## src/rtl/ctrl_pkg.sv

```systemverilog
// rtl/ctrl_pkg.sv - control_sequencer state, opcode and strobe encodings
package ctrl_pkg;

  typedef enum logic [2:0] {
    S_FETCH = 3'd0,
    S_EXEC1 = 3'd1,
    S_EXEC2 = 3'd2,
    S_MULW  = 3'd3,
    S_HALT  = 3'd4,
    S_IRQ   = 3'd5
  } state_t;

  localparam logic [1:0] CLS_SINGLE = 2'b00;
  localparam logic [1:0] CLS_DOUBLE = 2'b01;
  localparam logic [1:0] CLS_TRIPLE = 2'b10;
  localparam logic [1:0] CLS_DIRECT = 2'b11;

  localparam logic [2:0] MUL_TOP3 = 3'b100;
  localparam logic [2:0] MLS_TOP3 = 3'b101;
  localparam logic [3:0] STP_TOP4 = 4'hF;

  // Sub-opcode nibble following the class bits
  localparam logic [3:0] SUB_LSR = 4'd1, SUB_ASR = 4'd2, SUB_CLEAR = 4'd3,
                         SUB_PUSH = 4'd4, SUB_POP = 4'd5, SUB_LDI = 4'd6;
  localparam logic [3:0] SUB_ADD = 4'd0, SUB_SUB = 4'd1, SUB_AND = 4'd2, SUB_OR = 4'd3,
                         SUB_XOR = 4'd4, SUB_MOV = 4'd5, SUB_STORE = 4'd6,
                         SUB_LOAD = 4'd7, SUB_AIM = 4'd8, SUB_SIM = 4'd9;
  localparam logic [3:0] SUB_JMR = 4'd0, SUB_JMD = 4'd1, SUB_CALL = 4'd2, SUB_RTN = 4'd3;

  localparam logic [1:0] JS_REL = 2'b00;
  localparam logic [1:0] JS_DIR = 2'b01;
  localparam logic [1:0] JS_RTN = 2'b10;
  localparam logic [1:0] JS_VEC = 2'b11;

  typedef enum logic [5:0] {
    E_NOP = 6'd0,  E_LSR = 6'd1,  E_ASR = 6'd2,  E_CLEAR = 6'd3, E_PUSH = 6'd4,
    E_POP = 6'd5,  E_LDI = 6'd6,  E_ADD = 6'd7,  E_SUB = 6'd8,   E_AND = 6'd9,
    E_OR  = 6'd10, E_XOR = 6'd11, E_MOV = 6'd12, E_STORE = 6'd13, E_LOAD = 6'd14,
    E_AIM = 6'd15, E_SIM = 6'd16, E_MUL = 6'd17, E_MLS = 6'd18,  E_JMR = 6'd19,
    E_JMD = 6'd20, E_CALL = 6'd21, E_RTN = 6'd22, E_STP = 6'd23
  } eop_t;

  typedef struct packed {
    logic jmr, jmd, call, rtn, push, store, lsr, asr, alu, clear;
    logic ldi, aim, sim, load, pop, mul, stp;
  } dec_t;

endpackage

```

## src/rtl/ctrl_opcode_decode.sv

```systemverilog
// rtl/ctrl_opcode_decode.sv - IR top bits to one-hot mnemonic flags and compact opcode
module ctrl_opcode_decode
  import ctrl_pkg::*;
(
  input  logic [11:0] ir_top,
  output dec_t        dec,
  output logic [5:0]  encoded_opcode
);

  eop_t op;

  always_comb begin
    op = E_NOP;
    if (ir_top[11:8] == STP_TOP4 && ir_top[7:1] == 7'd0 && ir_top[0]) op = E_STP;
    else if (ir_top[11:9] == MUL_TOP3) op = E_MUL;
    else if (ir_top[11:9] == MLS_TOP3) op = E_MLS;
    else begin
      case (ir_top[11:6])
        {CLS_SINGLE, SUB_LSR}:   op = E_LSR;
        {CLS_SINGLE, SUB_ASR}:   op = E_ASR;
        {CLS_SINGLE, SUB_CLEAR}: op = E_CLEAR;
        {CLS_SINGLE, SUB_PUSH}:  op = E_PUSH;
        {CLS_SINGLE, SUB_POP}:   op = E_POP;
        {CLS_SINGLE, SUB_LDI}:   op = E_LDI;
        {CLS_DOUBLE, SUB_ADD}:   op = E_ADD;
        {CLS_DOUBLE, SUB_SUB}:   op = E_SUB;
        {CLS_DOUBLE, SUB_AND}:   op = E_AND;
        {CLS_DOUBLE, SUB_OR}:    op = E_OR;
        {CLS_DOUBLE, SUB_XOR}:   op = E_XOR;
        {CLS_DOUBLE, SUB_MOV}:   op = E_MOV;
        {CLS_DOUBLE, SUB_STORE}: op = E_STORE;
        {CLS_DOUBLE, SUB_LOAD}:  op = E_LOAD;
        {CLS_DOUBLE, SUB_AIM}:   op = E_AIM;
        {CLS_DOUBLE, SUB_SIM}:   op = E_SIM;
        {CLS_DIRECT, SUB_JMR}:   op = E_JMR;
        {CLS_DIRECT, SUB_JMD}:   op = E_JMD;
        {CLS_DIRECT, SUB_CALL}:  op = E_CALL;
        {CLS_DIRECT, SUB_RTN}:   op = E_RTN;
        default:                 op = E_NOP;
      endcase
    end
  end

  always_comb begin
    dec = '0;
    case (op)
      E_LSR:   dec.lsr   = 1'b1;
      E_ASR:   dec.asr   = 1'b1;
      E_CLEAR: dec.clear = 1'b1;
      E_PUSH:  dec.push  = 1'b1;
      E_POP:   dec.pop   = 1'b1;
      E_LDI:   dec.ldi   = 1'b1;
      E_ADD, E_SUB, E_AND, E_OR, E_XOR, E_MOV: dec.alu = 1'b1;
      E_STORE: dec.store = 1'b1;
      E_LOAD:  dec.load  = 1'b1;
      E_AIM:   dec.aim   = 1'b1;
      E_SIM:   dec.sim   = 1'b1;
      E_MUL, E_MLS: dec.mul = 1'b1;
      E_JMR:   dec.jmr   = 1'b1;
      E_JMD:   dec.jmd   = 1'b1;
      E_CALL:  dec.call  = 1'b1;
      E_RTN:   dec.rtn   = 1'b1;
      E_STP:   dec.stp   = 1'b1;
      default: dec = '0;
    endcase
  end

  assign encoded_opcode = op;

endmodule

```

## src/rtl/control_sequencer.sv

```systemverilog
// rtl/control_sequencer.sv - fetch/execute sequencer owning the IR; CTRL_IRQ_EN adds the interrupt state
module control_sequencer
  import ctrl_pkg::*;
#(
  parameter int INSTR_W    = 16,
  parameter int REG_ADDR_W = 3,
  parameter int MUL_CYCLES = 4
) (
  input  logic                  clk,
  input  logic                  rst_n,
  input  logic [INSTR_W-1:0]    instr_in,
  input  logic                  mem_ready,
  input  logic                  stack_overflow,
  input  logic                  resume,
  output logic [2:0]            state,
  output logic [5:0]            encoded_opcode,
  output logic                  ir_en,
  output logic                  ext_en,
  output logic                  pc_cnt_en,
  output logic                  pc_sload,
  output logic [1:0]            jump_sel,
  output logic                  ram_wren_data,
  output logic [REG_ADDR_W-1:0] reg_write_address,
  output logic [REG_ADDR_W-1:0] reg_read_address,
  output logic                  reg_we,
  output logic                  reg_shift_en,
  output logic                  reg_clear,
  output logic                  mul_busy,
  output logic                  stop
`ifdef CTRL_IRQ_EN
  ,
  input  logic                  irq,
  input  logic                  irq_ie,
  output logic                  irq_ack
`endif
);

  localparam int CW = $clog2(MUL_CYCLES + 1);

  state_t             st, st_nx;
  logic [INSTR_W-1:0] ir;
  logic [CW-1:0]      cnt, cnt_nx;
  logic               go_fetch;
  dec_t               dec;
  logic [5:0]         eop;

  ctrl_opcode_decode u_dec (
    .ir_top         (ir[INSTR_W-1 -: 12]),
    .dec            (dec),
    .encoded_opcode (eop)
  );

  always_ff @(posedge clk or negedge rst_n) begin
    if (!rst_n) begin
      st  <= S_FETCH;
      ir  <= '0;
      cnt <= '0;
    end else begin
      st  <= st_nx;
      cnt <= cnt_nx;
      if (ir_en) ir <= instr_in;
    end
  end

  // The counter doubles as the HALT entry marker so reg_clear fires only once
  always_comb begin
    st_nx    = st;
    cnt_nx   = cnt;
    go_fetch = 1'b0;
    case (st)
      S_FETCH: if (mem_ready) st_nx = S_EXEC1;
      S_EXEC1: begin
        if (dec.ldi || dec.aim || dec.sim || dec.load || dec.pop) st_nx = S_EXEC2;
        else if (dec.mul && MUL_CYCLES > 1) begin
          st_nx  = S_MULW;
          cnt_nx = CW'(MUL_CYCLES - 2);
        end else if (dec.stp) st_nx = S_HALT;
        else go_fetch = 1'b1;
      end
      S_EXEC2: if (mem_ready) go_fetch = 1'b1;
      S_MULW: begin
        if (cnt == '0) go_fetch = 1'b1;
        else cnt_nx = cnt - 1'b1;
      end
      S_HALT: begin
        cnt_nx = '0;
        if (resume && !stack_overflow) go_fetch = 1'b1;
      end
      default: st_nx = S_FETCH;
    endcase
    if (go_fetch) st_nx = S_FETCH;
`ifdef CTRL_IRQ_EN
    if (go_fetch && irq && irq_ie) st_nx = S_IRQ;
`endif
    if (stack_overflow && st != S_HALT) st_nx = S_HALT;
    if (st_nx == S_HALT && st != S_HALT) cnt_nx = CW'(1);
  end

  always_comb begin
    ir_en         = 1'b0;
    ext_en        = 1'b0;
    pc_cnt_en     = 1'b0;
    pc_sload      = 1'b0;
    jump_sel      = JS_REL;
    ram_wren_data = 1'b0;
    reg_we        = 1'b0;
    reg_shift_en  = 1'b0;
    reg_clear     = 1'b0;
    mul_busy      = 1'b0;
    stop          = 1'b0;
`ifdef CTRL_IRQ_EN
    irq_ack       = 1'b0;
`endif
    case (st)
      S_FETCH: begin
        ir_en     = mem_ready;
        pc_cnt_en = mem_ready;
      end
      S_EXEC1: begin
        pc_sload      = dec.jmr | dec.jmd | dec.call | dec.rtn;
        if (dec.jmd || dec.call) jump_sel = JS_DIR;
        if (dec.rtn) jump_sel = JS_RTN;
        ram_wren_data = dec.call | dec.push | dec.store;
        reg_shift_en  = dec.lsr | dec.asr;
        reg_we        = dec.alu | (dec.mul && MUL_CYCLES == 1);
        reg_clear     = dec.clear;
      end
      S_EXEC2: begin
        ext_en    = mem_ready;
        pc_cnt_en = mem_ready;
        reg_we    = mem_ready & ~dec.sim;
      end
      S_MULW: begin
        mul_busy = 1'b1;
        reg_we   = (cnt == '0);
      end
      S_HALT: begin
        stop      = 1'b1;
        reg_clear = (cnt != '0);
      end
`ifdef CTRL_IRQ_EN
      S_IRQ: begin
        ram_wren_data = 1'b1;
        pc_sload      = 1'b1;
        jump_sel      = JS_VEC;
        irq_ack       = 1'b1;
      end
`endif
      default: ;
    endcase
    if (stack_overflow && st != S_HALT) begin
      pc_sload      = 1'b0;
      ram_wren_data = 1'b0;
      reg_we        = 1'b0;
    end
  end

  assign state             = st;
  assign encoded_opcode    = (st == S_EXEC1 || st == S_EXEC2 || st == S_MULW) ? eop : 6'd0;
  assign reg_write_address = ir[REG_ADDR_W-1:0];
  assign reg_read_address  = ir[2*REG_ADDR_W-1:REG_ADDR_W];

endmodule

```

## config.mk

```make
export PLATFORM = sky130hd
export DESIGN_NAME = control_sequencer
export DESIGN_NICKNAME = d
export VERILOG_FILES = /design/src/rtl/ctrl_pkg.sv /design/src/rtl/ctrl_opcode_decode.sv /design/src/rtl/control_sequencer.sv
export SDC_FILE = /design/constraint.sdc
export NUM_CORES = 1
export LEC_CHECK = 0
export BUFFER_PORTS_ARGS = -buffer_cell sky130_fd_sc_hd__buf_2
export CAP_MARGIN = 0
export CORE_UTILIZATION = 48
export DETAILED_ROUTE_END_ITERATION = 12
export PLACE_DENSITY = 0.82
export SYNTH_ARGS = -nofsm -noshare
export SYNTH_HDL_FRONTEND = slang
export SYNTH_SLANG_ARGS = --single-unit
```

## constraint.sdc

```tcl
create_clock -name clk -period 2.36 [get_ports clk]
set_input_delay 0.118 -clock clk [delete_from_list [all_inputs] [get_ports clk]]
set_output_delay 0.118 -clock clk [all_outputs]
set_load 0.01 [all_outputs]
```

==> impl_metrics.sql <==
INSERT INTO impl_metrics (metric_group, metric, value, unit) VALUES
('placed_design', 'routabilityCongestion', '0.913', ''),
('route', 'route.detailed.drc', '0', ''),
('power_and_ir_drop', 'leakage', '1.32', 'nW'),
('floorplanning', 'floorplan.die_area', '0.00395', 'mm^2'),
('sta', 'finalSetupViolCount', '12', ''),
('clock_network', 'cts_buffers', '3', ''),
('route', 'wirelength_per_cell', '20.6', 'um'),
('floorplanning', 'floorplan.die.width', '62.9', 'um'),
('floorplanning', 'rows', '21', ''),
('yosys', 'ys_seq_elements', '22', ''),
('hold_path', 'worstHoldPathType', 'in -> reg', ''),
('power_and_ir_drop', 'totalPowerFinal', '2.51', 'mW'),
('yosys', 'netlist_area', '0.00178', 'mm^2'),
('floorplanning', 'die_h', '62.9', 'um'),
('global_route', 'grt_first_pass_wirelength', '10200', 'um'),
('final_layout', 'fillerInstances', '182', ''),
('route', 'totalWireLength', '7090', 'um'),
('worst_setup_path', 'worstPathMaxFanout', '4', ''),
('yosys', 'syn_area_per_cell', '8.76', 'um^2'),
('sta', 'max_freq', '369', 'MHz'),
('sta', 'hold_violations', '0', ''),
('final_layout', 'finish.utilization', '82.7', '%'),
('global_route', 'first_global_vias', '2095', ''),
('clock_network', 'latest_clock_arrival_within_the_worst_skew_pair', '0.27', 'ns'),
('yosys', 'synth.net_count', '231', ''),
('global_route', 'number_of_antenna_violations_at_the_first_check_in_global_routing', '0', ''),
('floorplanning', 'core_area', '0.00344', 'mm^2'),
('final_layout', 'diodes', '0', ''),
('yosys', 'synth.top_cell.area_share', '30.9', '%'),
('sta', 'finalCriticalPeriod', '2.71', 'ns'),
('sta', 'max-slew-margin-rel', '56.0', '%'),
('clock_network', 'ctsRootBufferMaster', 'sky130_fd_sc_hd__clkbuf_8', ''),
('yosys', 'synth_cell_type_count', '53', ''),
('global_route', 'gr-usage-all-layers', '33.3', '%'),
('outcome', 'violated_checks', 'setup timing', ''),
('clock_network', 'cts_tree', 'built', ''),
('global_route', 'groute.layer.met1.usage', '42.1', '%'),
('outcome', 'status', 'finished, violations left', ''),
('sta', 'timing.final.ws_setup', '-0.350', 'ns'),
('yosys', 'synth_area_leaders', 'sky130_fd_sc_hd__dfrtp_1 31%, sky130_fd_sc_hd__mux2_2 8.2%, sky130_fd_sc_hd__ha_1 4.9%', ''),
('placed_design', 'pre_cts_slack', '-0.163', 'ns'),
('route', 'routed_via_density', '6.56', ''),
('final_layout', 'drive_above_1_share', '57.9', '%'),
('route', 'ant_nets', '0', ''),
('sta', 'timing.final.max_slew_violations', '0', ''),
('final_layout', 'layout.nets', '328', ''),
('yosys', 'synth-edff-count', '0', ''),
('global_route', 'top_usage_layer', 'met2', ''),
('sta', 'max_slew.worst_pin.slew', '0.656', 'ns'),
('yosys', 'synth_top_flop_cell', 'sky130_fd_sc_hd__dfrtp_1', ''),
('route', 'detailedRoute.firstIterationViolations', '273', ''),
('clock_network', 'cts.path.max_buffers', '2', ''),
('route', 'vias', '2262', ''),
('yosys', 'yosysSeqAreaShare', '30.9', '%'),
('clock_network', 'clk_pin_slew_worst_paths', '0.08', 'ns'),
('yosys', 'synth-warning-count', '0', ''),
('worst_setup_path', 'critPathRequiredTime', '2.54', 'ns'),
('power_and_ir_drop', 'pwr_density_cell', '880', 'mW/mm^2'),
('placed_design', 'place_inst', '316', ''),
('worst_setup_path', 'path_class', 'reg -> reg', ''),
('sta', 'clock-skew-final', '0.00240', 'ns'),
('global_route', 'grt.met2_usage', '54.4', '%'),
('clock_network', 'clock_tree.htree_level_count', '1', ''),
('placed_design', 'port_buffers', '46', ''),
('final_layout', 'layout.cells.non_filler', '345', ''),
('worst_setup_path', 'crit_path_start_kind', 'flip-flop', ''),
('placed_design', 'dp_hpwl', '3680', 'um'),
('power_and_ir_drop', 'power.ir.vdd_worst', '653', 'uV'),
('global_route', 'grt_remaining_overflow', '0', ''),
('global_route', 'maximum_number_of_pins_on_one_net_before_global_route_repair', '23', ''),
('flow_run', 'max-cap-violations', '0', '');
## Yosys cell counts, types with 3 or more instances
cell and count:
sky130_fd_sc_hd__dfrtp_1 22, sky130_fd_sc_hd__nand2_1 19, sky130_fd_sc_hd__nor2_1 17, sky130_fd_sc_hd__mux2_2 13, sky130_fd_sc_hd__inv_1 11, sky130_fd_sc_hd__o21ai_0 10, sky130_fd_sc_hd__nor2b_1 8, sky130_fd_sc_hd__a21oi_1 7
sky130_fd_sc_hd__buf_4 7, sky130_fd_sc_hd__ha_1 7, sky130_fd_sc_hd__nand3_1 5, sky130_fd_sc_hd__clkbuf_1 4, sky130_fd_sc_hd__nand4_1 4, sky130_fd_sc_hd__nor3_1 4, sky130_fd_sc_hd__nor4_1 4, sky130_fd_sc_hd__or3_1 4
sky130_fd_sc_hd__a31oi_1 3, sky130_fd_sc_hd__nor3b_1 3
## per-layer routing
layer	part of all wire, %	up-vias
li1	-	932
met1	38	1061
met2	46	195
met3	8.3	74
met4	7.4	0
met5	0	-
## through the flow
step	hold slack (ns)	area [um^2]
6_report	0.0628	2850
2_1_floorplan	-0.178	1810
3_5_place_dp	0.104	2270
5_1_grt	0.0600	2850
4_1_cts	0.0658	2670
3_3_place_gp	0.109	2270
## worst paths after layout
check	from	end	slack, ns	cells after the start
setup / recovery	ir[10]	state[0]	-0.35	12
hold / removal	instr_in[11]	ir[11]	0.06	3
setup reg to reg	ir[10]	state[0]	-0.35	12
hold reg to reg	ir[2]	ir[2]	0.51	1
max in group asynchronous	rst_n	ir[10]	1.65	2
min in group asynchronous	rst_n	ir[0]	0.34	2
## state kept, by name, summed over array words and instances, names as in the netlist
signal  flops
state       3
cnt         3
ir         16
## critical path: stages, from the launching register on
cell,delay (ns)
sky130_fd_sc_hd__dfrtp_2,0.42
sky130_fd_sc_hd__inv_4,0.08
sky130_fd_sc_hd__ha_4,0.17
sky130_fd_sc_hd__and3b_2,0.23
sky130_fd_sc_hd__o21a_1,0.21
sky130_fd_sc_hd__buf_4,0.15
sky130_fd_sc_hd__nor4_4,0.31
sky130_fd_sc_hd__mux2i_4,0.16
sky130_fd_sc_hd__buf_4,0.17
sky130_fd_sc_hd__buf_6,0.11
sky130_fd_sc_hd__o21ai_0,0.19
sky130_fd_sc_hd__o211ai_1,0.16
sky130_fd_sc_hd__a221oi_2,0.26
## area by class of cell
cell class,instances,area (um^2),share of cell area (%)
inverter,11,43.8,1.54
clock buffer,3,41.3,1.45
timing repair buffer,107,739,26.0
tap,46,57.6,2.02
multi-input combinational,155,1380,48.5
sequential,22,554,19.5
clock inverter,1,30.0,1.06
## power by group
group | internal, mW | leakage [nW] | switching, mW | total [mW]
combinational | 0.795 | 1.02 | 0.806 | 1.60
clock | 0.227 | 0.0357 | 0.131 | 0.358
sequential | 0.453 | 0.265 | 0.0934 | 0.546
## what timing repair did
item,CTS,global route
pin swaps,18,10
hold buffers,1,0
gates resized for setup,52,16
setup endpoints to repair,12,13
setup buffers,14,13
endpoints found under the hold margin,22,0
## cell families after synthesis
family	after synthesis	synth area share, %
xor gates and xnor gates	1	0.492
muxes	16	10.2
AOI/OAI and AO/OA	47	19.3
DFF	22	30.9
other	1	0.211
adders and majority gates	7	4.92
buffers and inverters	26	7.95
and+or+nand+nor	83	25.9
## layout by cell type (no fill, tap or decap), drive strengths merged, types with 3 or more instances in the layout
cell type,instances
a21oi,7
a221oi,3
a31oi,3
buf,106
clkbuf,3
dfrtp,22
ha,7
inv,11
mux2,14
nand2,19
nand3,5
nand4,4
nor2,17
nor2b,8
nor3,5
nor3b,3
nor4,6
o21ai,12
or3,4
(Power assumes the default switching activity.)
